## config.mk

```make
export PLATFORM = sky130hd
export DESIGN_NAME = emmc_ddr_data_tx
export DESIGN_NICKNAME = d
export VERILOG_FILES = /design/src/rtl/emmc_ddr_data_tx.sv
export SDC_FILE = /design/constraint.sdc
export NUM_CORES = 1
export LEC_CHECK = 0
export BUFFER_PORTS_ARGS = -buffer_cell sky130_fd_sc_hd__buf_2
export CORE_MARGIN = 4
export CORE_UTILIZATION = 60
export CTS_CLUSTER_SIZE = 12
export DETAILED_ROUTE_END_ITERATION = 8
export PLACE_DENSITY = 0.79
export RECOVER_POWER = 25
export SLEW_MARGIN = 15
export SYNTH_ARGS = -nofsm -noshare
export SYNTH_HDL_FRONTEND = slang
export SYNTH_SLANG_ARGS = --single-unit
```

## constraint.sdc

```tcl
create_clock -name C -period 3.77 [get_ports C]
set_input_delay 0.5655 -clock C [delete_from_list [all_inputs] [get_ports C]]
set_output_delay 0.5655 -clock C [all_outputs]
set_load 0.01 [all_outputs]
```

## src/rtl/emmc_ddr_data_tx.sv

```systemverilog
// rtl/emmc_ddr_data_tx.sv - eMMC DDR write-data serialiser: start bit, payload, per-line CRC16, end bit
// Drives rise/fall halves for ODDR cells; every bus step is gated by the card-clock tick CE.
module emmc_ddr_data_tx #(
  parameter int BUS_W = 4,
  parameter int LEN_W = 12
) (
  input  logic               C,
  input  logic               R,
  input  logic               CE,
  input  logic               start,
  input  logic [LEN_W-1:0]   blk_len,
  input  logic [2*BUS_W-1:0] din,
  input  logic               din_valid,
  output logic               din_ready,
  output logic [BUS_W-1:0]   dat_rise,
  output logic [BUS_W-1:0]   dat_fall,
  output logic               dat_oe,
  output logic               clk_hold,
  output logic               busy,
  output logic               done,
  output logic               len_err
);

  localparam int SH = (BUS_W == 8) ? 3 : (BUS_W == 4) ? 2 : 0;
  localparam int CW = LEN_W + 2;
  // Low bits of blk_len*4 that must be zero for a whole number of beats.
  localparam logic [CW-1:0] LOW_MASK = CW'((1 << SH) - 1);

  typedef enum logic [2:0] {S_IDLE, S_START, S_DATA, S_CRC, S_END, S_STOP} state_t;

  state_t          state, state_nx;
  logic [CW-1:0]   len_x4;
  logic [CW-1:0]   beat_cnt;
  logic [3:0]      bit_cnt;
  logic [15:0]     crc_r [BUS_W];
  logic [15:0]     crc_f [BUS_W];
  logic            len_ok;
  logic            accept;
  logic            take;

  assign len_x4    = {blk_len, 2'b00};
  assign len_ok    = (blk_len != '0) && ((len_x4 & LOW_MASK) == '0);
  assign din_ready = CE && (state == S_DATA) && !R;
  assign take      = din_ready && din_valid;

  function automatic logic [15:0] crc16_step(input logic [15:0] crc, input logic b);
    return {crc[14:0], 1'b0} ^ ((crc[15] ^ b) ? 16'h1021 : 16'h0000);
  endfunction

  always_ff @(posedge C) begin
    if (R) state <= S_IDLE;
    else   state <= state_nx;
  end

  always_comb begin
    state_nx = state;
    accept   = 1'b0;
    case (state)
      S_IDLE: begin
        if (start && len_ok) begin
          state_nx = S_START;
          accept   = 1'b1;
        end
      end
      S_START: if (CE) state_nx = S_DATA;
      S_DATA:  if (take && beat_cnt == CW'(1)) state_nx = S_CRC;
      S_CRC:   if (CE && bit_cnt == 4'd15) state_nx = S_END;
      S_END:   if (CE) state_nx = S_STOP;
      S_STOP:  if (CE) state_nx = S_IDLE;
      default: state_nx = S_IDLE;
    endcase
  end

  always_ff @(posedge C) begin
    if (R) begin
      dat_rise <= '1;
      dat_fall <= '1;
      dat_oe   <= 1'b0;
      clk_hold <= 1'b0;
      busy     <= 1'b0;
      done     <= 1'b0;
      len_err  <= 1'b0;
      beat_cnt <= '0;
      bit_cnt  <= '0;
      for (int i = 0; i < BUS_W; i++) begin
        crc_r[i] <= '0;
        crc_f[i] <= '0;
      end
    end else begin
      done    <= 1'b0;
      len_err <= (state == S_IDLE) && start && !len_ok;
      case (state)
        S_IDLE: begin
          if (accept) begin
            busy     <= 1'b1;
            beat_cnt <= len_x4 >> SH;
            bit_cnt  <= '0;
            for (int i = 0; i < BUS_W; i++) begin
              crc_r[i] <= '0;
              crc_f[i] <= '0;
            end
          end
        end
        S_START: begin
          if (CE) begin
            dat_rise <= '0;
            dat_fall <= '0;
            dat_oe   <= 1'b1;
          end
        end
        S_DATA: begin
          // Underrun: bus value is held and the card clock must be stopped.
          if (CE) begin
            clk_hold <= !din_valid;
            if (take) begin
              dat_rise <= din[BUS_W-1:0];
              dat_fall <= din[2*BUS_W-1:BUS_W];
              beat_cnt <= beat_cnt - 1'b1;
              for (int i = 0; i < BUS_W; i++) begin
                crc_r[i] <= crc16_step(crc_r[i], din[i]);
                crc_f[i] <= crc16_step(crc_f[i], din[BUS_W+i]);
              end
            end
          end
        end
        S_CRC: begin
          if (CE) begin
            for (int i = 0; i < BUS_W; i++) begin
              dat_rise[i] <= crc_r[i][15];
              dat_fall[i] <= crc_f[i][15];
              crc_r[i]    <= {crc_r[i][14:0], 1'b0};
              crc_f[i]    <= {crc_f[i][14:0], 1'b0};
            end
            bit_cnt <= bit_cnt + 4'd1;
          end
        end
        S_END: begin
          if (CE) begin
            dat_rise <= '1;
            dat_fall <= '1;
          end
        end
        S_STOP: begin
          if (CE) begin
            dat_oe <= 1'b0;
            busy   <= 1'b0;
            done   <= 1'b1;
          end
        end
        default: ;
      endcase
    end
  end

endmodule

```

==> flow_metrics.env, run 1 <==
export IMPL_fin_tns_setup_ps=0
export IMPL_drv_cap=1
export IMPL_multi_input_area_um2=2330
export IMPL_ys_types=57
export IMPL_boundaryPins=39
export IMPL_syn_to_final_growth_pct=11.9
export IMPL_die_h_um=116
export IMPL_power_density_nw_per_um2=564
export IMPL_grt_pass1_wl_um=22100
export IMPL_grt_pass1_vias=4308
export IMPL_worstPathArrival_ps=3100
export IMPL_whs_ps=381
export IMPL_synth_cell_area_um2=7020
export IMPL_core_um2=11400
export IMPL_period_share_pct=75.2
export IMPL_antenna_found_initial=0
export IMPL_synth_edf_count=122
export IMPL_max_slew_margin_pct=-9.79
export IMPL_max_clock_freq_mhz=353
export IMPL_fillers=820
export IMPL_port_buffers=38
export IMPL_busiest_layer="met2"
export IMPL_placed_cells=719
export IMPL_regArea_um2=4460
export IMPL_overflow=0
export IMPL_grtUsageMet1_pct=30.7
export IMPL_cts_setup_buffers=0
export IMPL_wirelength_um=13500
export IMPL_worst_slew_pin_slew_ps=1630
export IMPL_vias=4484
export IMPL_grt_use_met2_pct=32.7
export IMPL_fin_cells=751
export IMPL_fin_crit_ps=2840
export IMPL_grtUsageTotal_pct=21.7
export IMPL_ys_seq_area_share_pct=63.6
export IMPL_finalSetupViolations=0
export IMPL_insertion_delay_ps=430
export IMPL_dieWidth_um=116
export IMPL_final_cell_area_um2=7860
export IMPL_cts_path_max_buffers=2
export IMPL_firstDrtPassIters=5
export IMPL_slew_violations=9
export IMPL_dieArea_um2=13500
export IMPL_avgSynthCellArea_um2=12.4
export IMPL_crit_type="reg2reg"
export IMPL_htreeDepth=4
export IMPL_ant_nets=0
export IMPL_clk_pin_slew_ps=60
export IMPL_finalHoldViolCount=0
export IMPL_via_per_inst=5.97
export IMPL_worstHoldPathType="in2reg"
export IMPL_ys_ff_latch=162
export IMPL_wire_per_inst_um=18.0
export IMPL_route_detailed_drc=0
export IMPL_rows=39
export IMPL_async_reset_ff_share_pct=0
export IMPL_crit_path_end_kind="flip-flop"
export IMPL_power_w=0.00443
export IMPL_cts_sinks=162
export IMPL_finClkSkew_ps=9.07
export IMPL_syn_inst=565
export IMPL_dr_first_iter_drc_count=440
export IMPL_dp_hpwl_um=8420
export IMPL_grt_use_met3_pct=4.82
export IMPL_layout_drive_gt1_share_pct=12.2
export IMPL_cts_buffers=17
export IMPL_synth_flop_cell="edfxtp_1"
export IMPL_status="finished with violations"
export IMPL_globalplace_congestion=0.901
export IMPL_cp_max_fo=104
export IMPL_clockRootBuffer="clkbuf_16"
export IMPL_vdd_drop_max_mv=0.552
export IMPL_cts_tree="done"
export IMPL_crit_required_ps=4030
export IMPL_p_leak_nw=2.83
export IMPL_ys_warn_count=0
export IMPL_postCtsHoldBufs=0
export IMPL_post_dp_cell_area_um2=7320
export IMPL_violations="capacitance limit, slew limit"
export IMPL_nNetsFinal=623
export IMPL_diodes=0
export IMPL_grt_max_degree=105
export IMPL_syn_nets=593
export IMPL_ctsResizeCount=0
export IMPL_start_kind="flip-flop"
export IMPL_rsz0062_at_grt="false"
export IMPL_start_util_pct=61.5
==> through the flow <==
stage	worst slack [ps]	util, %
4_1_cts	1180	69.1
2_1_floorplan	253	-
5_1_grt	813	68.8
3_3_place_gp	1100	64.1
6_report	935	68.8
3_5_place_dp	975	64.1
==> kinds of logic after synthesis <==
group	count (synthesis)	synth area share (%)
multiplexers	35	5.13
AND/OR/NAND/NOR	206	16.8
flip-flops	162	63.6
XOR/XNOR	10	1.25
AO/OA/AOI/OAI	95	9.45
adder cells (fa/ha/maj)	3	0.535
buffers and inverters	54	3.19
==> final timing paths <==
kind / cells past startpoint / slack (ps) / end / startpoint
worst max-delay path: 6 / 930 / crc_r[3][11] / state[1]
worst max register to register: 6 / 930 / crc_r[3][11] / state[1]
worst min-delay path: 3 / 380 / beat_cnt[5] / blk_len[5]
worst min register to register: 2 / 470 / beat_cnt[11] / beat_cnt[11]
==> synth_stat cells, types with 7 or more instances <==
cell type	n	area, um2
o21ai_0	8	40.0
nor3_1	8	40.0
mux2_2	8	90.1
clkbuf_1	25	93.8
nand3_1	7	35.0
o22ai_1	7	43.8
nor2_1	35	131
mux2i_1	27	270
nor2b_1	102	638
inv_1	17	63.8
xnor2_1	8	70.1
edfxtp_1	122	3660
o211ai_1	11	82.6
or3_1	12	75.1
a21oi_1	30	150
dfxtp_1	40	801
nand2_1	13	48.8
==> where the power goes <==
group	switching, W	internal (W)
registers	0.0000882	0.00213
clock network	0.000694	0.000972
logic	0.000337	0.000209
==> per-layer routing <==
metal  vias to the layer above  wire length, um
li1                       2129                -
met1                      2212             6150
met2                       119             6440
met3                        24              669
met4                         0              283
met5                         -                0
==> sequential cells by signal (all words and copies together), names as in the netlist <==
register	flops
beat_cnt	14
dat_oe	1
len_err	1
state	3
bit_cnt	4
crc_r	64
done	1
busy	1
dat_fall	4
crc_f	64
dat_rise	4
clk_hold	1
==> area by class of cell <==
type | count | area share [%]
clock buffer | 18 | 5.46
tap | 143 | 2.28
inverter | 17 | 0.812
clock inverter | 14 | 1.77
timing repair buffer | 48 | 3.17
sequential | 162 | 56.8
multi-input combinational | 349 | 29.7
==> layout by cell type (no fill, tap or decap), types with 13 or more instances in the layout <==
cell and n:
nor2b_1 102, dfxtp_1 40, clkbuf_1 18, mux2i_1 27
a21oi_1 30, edfxtp_1 122, buf_2 24, clkbuf_16 17
inv_1 17, nor2_1 35, nand2_1 13
==> critical path: stages (launching register included) <==
cell and delay [ps]:
dfxtp_1 630, nand3b_1 470, nor2_1 240, clkbuf_1 560
nor2_1 200, buf_12 250, nor2b_1 220
No activity file was read; power rests on OpenSTA's default activity.
==> run 2: changes to the inputs <==
Settings changed: ABC_AREA from default to 1.
Clock period 3.77 ns to 2.95 ns, I/O delays scaled along.
==> run 2 against run 1 <==
  * Critical endpoint is now crc_r[0][5]
  * The flow now finishes without violations
  * Critical path type unchanged
  * Register-to-register slack lost 570 ps
  * Critical path depth grew 2
  * Sequential power grew 50%
  * Final area grew 0.97%
  * Clock power grew 26%
  * Synthesized area grew 0.93%
  * First-iteration DRC count grew 26%
  * Power grew 68%
  * Clock skew shrank 2.2 ps
  * Setup slack lost 570 ps
  * Global-route usage shrank 0.87 points
  * Non-clock buffer count shrank 1
==> flow_metrics.env, run 2 <==
export IMPL_status="completed"
export IMPL_crit_required_ps=3090
export IMPL_cts_buffers=17
export IMPL_grtUsageTotal_pct=20.9
export IMPL_ys_ff_latch=162
export IMPL_grt_pass1_wl_um=21800
export IMPL_rsz0062_at_grt="false"
export IMPL_ctsResizeCount=0
export IMPL_power_density_nw_per_um2=937
export IMPL_cp_max_fo=80
export IMPL_boundaryPins=39
export IMPL_mostFrequentLayoutCell="nor2_1"
export IMPL_worstHoldPathType="in2reg"
export IMPL_finClkSkew_ps=6.82
export IMPL_slew_violations=0
export IMPL_firstDrtPassIters=5
export IMPL_insertion_delay_ps=420
export IMPL_power_w=0.00744
export IMPL_utilization_pct=69.2
export IMPL_cts_setup_buffers=0
export IMPL_dp_hpwl_um=8590
export IMPL_core_um2=11500
export IMPL_finalHoldViolCount=0
export IMPL_max_slew_margin_pct=49.3
export IMPL_layout_drive_gt1_share_pct=8.67
export IMPL_synth_edf_count=122
export IMPL_fin_tns_setup_ps=0
export IMPL_route_detailed_drc=0
export IMPL_diodes=0
export IMPL_r2r_slack_ps=360
export IMPL_antenna_found_initial=0
export IMPL_synth_cell_area_um2=7080
export IMPL_yosysTopAreaCell="edfxtp_1"
export IMPL_syn_inst=762
export IMPL_crit_path_end_kind="flip-flop"
export IMPL_yosys_top_cells_count="nor2_1, inv_1, edfxtp_1"
export IMPL_worst_slew_pin_slew_ps=760
export IMPL_ys_seq_area_share_pct=63.0
export IMPL_period_share_pct=87.7
export IMPL_ys_types=33
export IMPL_start_kind="flip-flop"
export IMPL_via_per_inst=5.16
export IMPL_rows=39
export IMPL_vias=4967
export IMPL_max_clock_freq_mhz=386
export IMPL_dieWidth_um=117
export IMPL_cts_path_max_buffers=2
export IMPL_dieArea_um2=13600
export IMPL_grt_use_met3_pct=6.27
export IMPL_ant_nets=0
export IMPL_worstPathArrival_ps=2730
export IMPL_wirelength_um=13200
export IMPL_top_regs="crc_f x64, crc_r x64, beat_cnt x14"
export IMPL_dr_first_iter_drc_count=553
export IMPL_cts_tree="done"
export IMPL_grt_use_met2_pct=32.4
export IMPL_grt_pass1_vias=4742
export IMPL_start_util_pct=61.8
export IMPL_finalSetupViolations=0
export IMPL_synthDominantCellAreaShare_pct=51.7
export IMPL_postCtsHoldBufs=0
export IMPL_synth_flop_cell="edfxtp_1"
export IMPL_die_h_um=117
export IMPL_grt_max_degree=81
export IMPL_ys_warn_count=0
export IMPL_port_buffers=38
export IMPL_syn_to_final_growth_pct=12.0
export IMPL_crit_type="reg2reg"
export IMPL_busiest_layer="met2"
export IMPL_avgSynthCellArea_um2=9.30
export IMPL_cts_sinks=162
export IMPL_clockRootBuffer="clkbuf_16"
export IMPL_nNetsFinal=834
export IMPL_wire_per_inst_um=13.8
export IMPL_synthTopCellsByArea="edfxtp_1, dfxtp_1, nor2_1, inv_1, nand2_1"
export IMPL_fin_crit_ps=2590
export IMPL_grtUsageMet1_pct=28.1
export IMPL_overflow=0
export IMPL_p_leak_nw=3.38
export IMPL_vdd_drop_max_mv=0.715
export IMPL_syn_nets=790
export IMPL_synth_most_common_cell="nor2_1"
export IMPL_drv_cap=0
export IMPL_async_reset_ff_share_pct=0
export IMPL_clk_pin_slew_ps=60
export IMPL_final_cell_mix="nor2_1, inv_1, edfxtp_1, nand2_1, dfxtp_1"
export IMPL_globalplace_congestion=0.975
export IMPL_htreeDepth=4
## run 2: changes by cell type after synthesis, sizes merged, moves of 27 or more
| cell | delta |
|---|---|
| nand2 | +100 |
| nor2 | +143 |
| nand3 | +33 |
| nor2b | -102 |
| mux2i | -27 |
| inv | +128 |
## run 2: power by group
part	switching, W	internal (W)	leakage, nW
Clock	0.000842	0.00126	0.272
Combinational	0.00141	0.000591	1.47
Sequential	0.000255	0.00307	1.63
Total	0.00251	0.00492	3.38
## run 2: cells by family (layout without fill, tap and decap cells)
group,count (synthesis),after routing,share of synthesized area (%)
AO/OA/AOI/OAI,69,69,5.19
XOR/XNOR,17,17,2.10
adder cells (fa/ha/maj),3,3,0.530
buffers and inverters,167,224,9.29
flip-flops,162,162,63.0
AND/OR/NAND/NOR,344,344,19.9
## run 2: final cells by class
type,instances,area [um2]
multi-input cells,433,1950
flip-flops and latches,162,4460
well taps,143,179
repair buffers,47,234
inverters,145,544
clock inverters,11,111
clock buffers,21,450
fillers,865,3540
## run 2: worst max-delay path: stages, from the launching register on
cell     delay, ps
dfxtp_1        410
inv_1          140
nand3_2        170
inv_2          140
nand2_2        170
nand2_1        250
inv_1          230
buf_4          640
nor2_1         110
## run 2: final timing paths
| kind | start | to | cells after the start |
|---|---|---|---|
| hold / removal | start | len_err | 3 |
| setup / recovery | state[2] | crc_r[0][5] | 8 |
| setup reg to reg | state[2] | crc_r[0][5] | 8 |
| hold reg to reg | dat_rise[3] | dat_rise[3] | 2 |
## run 2: layer usage
layer	vias to the layer above	routed length [um]
met1	2292	5980
li1	2484	-
met3	23	899
met2	168	6110
met5	-	0
met4	0	261
## run 2: per-stage QoR
stage | hold WS, ps | area [um2] | worst slack (ps) | cells
floorplan | 451 | 7080 | 608 | 762
global placement | 448 | 7410 | 559 | 930
detailed placement | 455 | 7410 | 492 | 930
CTS | 277 | 7970 | 476 | 962
global route | 336 | 7930 | 133 | 962
finish | 302 | 7930 | 362 | 962
==> run 3: changes to the inputs <==
Settings changed: CTS_BUF_LIST from default to sky130_fd_sc_hd__clkbuf_8, SETUP_SLACK_MARGIN from default to 0.5.
==> run 3 against run 2 <==
  * Global-route usage decreased by 0.36 points
  * Clock skew increased by 7.4 ps
  * Sequential share of layout area rose by 1.4 points
  * First-iteration DRC count down 7.8%
  * Non-clock buffer count unchanged
  * Critical path depth is the same
  * Die area unchanged
  * Clock-buffer cell count is 3 lower
  * Utilization shrank 1.7 points
  * Register-to-register slack better by 80 ps
  * Clock power down 28%
  * Power fell by 7.9%
  * Critical path type unchanged
  * Critical endpoint is now crc_r[0][11]
==> flow_metrics.env, run 3 (same netlist as run 2, synthesis figures left out) <==
export IMPL_diodes=0
export IMPL_insertion_delay_ps=450
export IMPL_core_um2=11500
export IMPL_drv_cap=0
export IMPL_start_util_pct=61.8
export IMPL_port_buffers=38
export IMPL_finalSetupViolations=0
export IMPL_start_kind="flip-flop"
export IMPL_finalHoldViolCount=0
export IMPL_worstPathArrival_ps=2620
export IMPL_globalplace_congestion=0.975
export IMPL_power_density_nw_per_um2=885
export IMPL_rsz0062_at_grt="true"
export IMPL_clk_pin_slew_ps=80
export IMPL_mostFrequentLayoutCell="nor2_1"
export IMPL_slew_violations=0
export IMPL_fin_crit_ps=2510
export IMPL_grt_pass1_vias=4684
export IMPL_rows=39
export IMPL_antenna_found_initial=0
export IMPL_max_clock_freq_mhz=398
export IMPL_worst_slew_pin_slew_ps=716
export IMPL_cts_buffers=17
export IMPL_grt_pass1_wl_um=21500
export IMPL_grtUsageTotal_pct=20.5
export IMPL_overflow=0
export IMPL_fillers=916
export IMPL_final_cell_area_um2=7740
export IMPL_grt_max_degree=81
export IMPL_layout_drive_gt1_share_pct=8.67
export IMPL_fin_tns_setup_ps=0
export IMPL_nNetsFinal=834
export IMPL_vdd_drop_max_mv=0.694
export IMPL_top_regs="crc_f x64, crc_r x64, beat_cnt x14"
export IMPL_wirelength_um=13100
export IMPL_dr_first_iter_drc_count=510
export IMPL_boundaryPins=39
export IMPL_cts_path_max_buffers=2
export IMPL_max_slew_margin_pct=52.2
export IMPL_status="completed"
export IMPL_wire_per_inst_um=13.6
export IMPL_finClkSkew_ps=14.3
export IMPL_via_per_inst=5.16
export IMPL_crit_path_end_kind="flip-flop"
export IMPL_p_leak_nw=3.31
export IMPL_dp_hpwl_um=8590
export IMPL_clockRootBuffer="clkbuf_8"
export IMPL_dieArea_um2=13600
export IMPL_syn_to_final_growth_pct=9.27
export IMPL_htreeDepth=4
export IMPL_crit_type="reg2reg"
export IMPL_ant_nets=0
export IMPL_cts_tree="done"
export IMPL_crit_required_ps=3060
export IMPL_period_share_pct=85.1
export IMPL_post_dp_cell_area_um2=7410
export IMPL_final_cell_mix="nor2_1, inv_1, edfxtp_1, nand2_1, dfxtp_1"
export IMPL_route_detailed_drc=0
export IMPL_firstDrtPassIters=5
export IMPL_vias=4965
export IMPL_worstHoldPathType="in2reg"
export IMPL_die_h_um=117
export IMPL_dieWidth_um=117
export IMPL_cp_max_fo=30
export IMPL_cts_sinks=162
-- run 3: worst paths after layout --
kind	slack (ps)	depth (start not counted)	startpoint	end
max	440	8	state[2]	crc_r[0][11]
min	260	3	start	len_err
min reg2reg	480	2	dat_rise[3]	dat_rise[3]
max reg2reg	440	8	state[2]	crc_r[0][11]
-- run 3: layer usage --
layer,vias to the layer above,part of all wire [%],GRT usage [%],wire length [um]
met5,-,0,0,0
met4,0,1.5,6.80,195
met3,19,6.8,6.27,888
met2,164,47,31.4,6090
met1,2299,45,28.2,5910
li1,2483,-,-,-
-- run 3: power by group --
group          leakage (nW)  switching (W)  internal [W]  total (W)
clock network         0.197       0.000770      0.000754    0.00152
logic                  1.47        0.00141      0.000598    0.00201
registers              1.63       0.000250       0.00307    0.00332
total                  3.31        0.00243       0.00442    0.00685
-- run 3: through the flow --
stage / hold WS, ps / util, % / std cells / worst slack (ps) / total power (W)
6_report: 261 / 67.5 / 962 / 439 / 0.00685
5_1_grt: 287 / 67.5 / 962 / 254 / 0.00733
4_1_cts: 228 / 67.9 / 962 / 543 / 0.00691
3_5_place_dp: 455 / 64.6 / 930 / 492 / 0.00538
3_3_place_gp: 448 / 64.6 / 930 / 559 / 0.00528
2_1_floorplan: 451 / - / 762 / 608 / 0.00484
-- run 3: repair_timing --
action / in CTS / in global routing
setup endpoints to repair: 34 / 198
hold buffers: 0 / 0
gates resized for setup: 1 / 4
setup buffers: 0 / 0
-- run 3: worst max-delay path, stage by stage (launching register included) --
cell and delay (ps):
dfxtp_1 360, inv_1 180, nand2_1 100, nor2_1 160, nand3_1 330, nand2_1 430, inv_2 130, nand2_1 100
buf_4 360
-- run 3: layout make-up --
| type | count | area, um2 | share of cell area [%] |
|---|---|---|---|
| flip-flops and latches | 162 | 4460 | 57.7 |
| multi-input cells | 433 | 1940 | 25.0 |
| inverters | 145 | 544 | 7.03 |
| clock buffers | 18 | 248 | 3.20 |
| repair buffers | 47 | 248 | 3.20 |
| well taps | 143 | 179 | 2.31 |
| clock inverters | 14 | 123 | 1.58 |
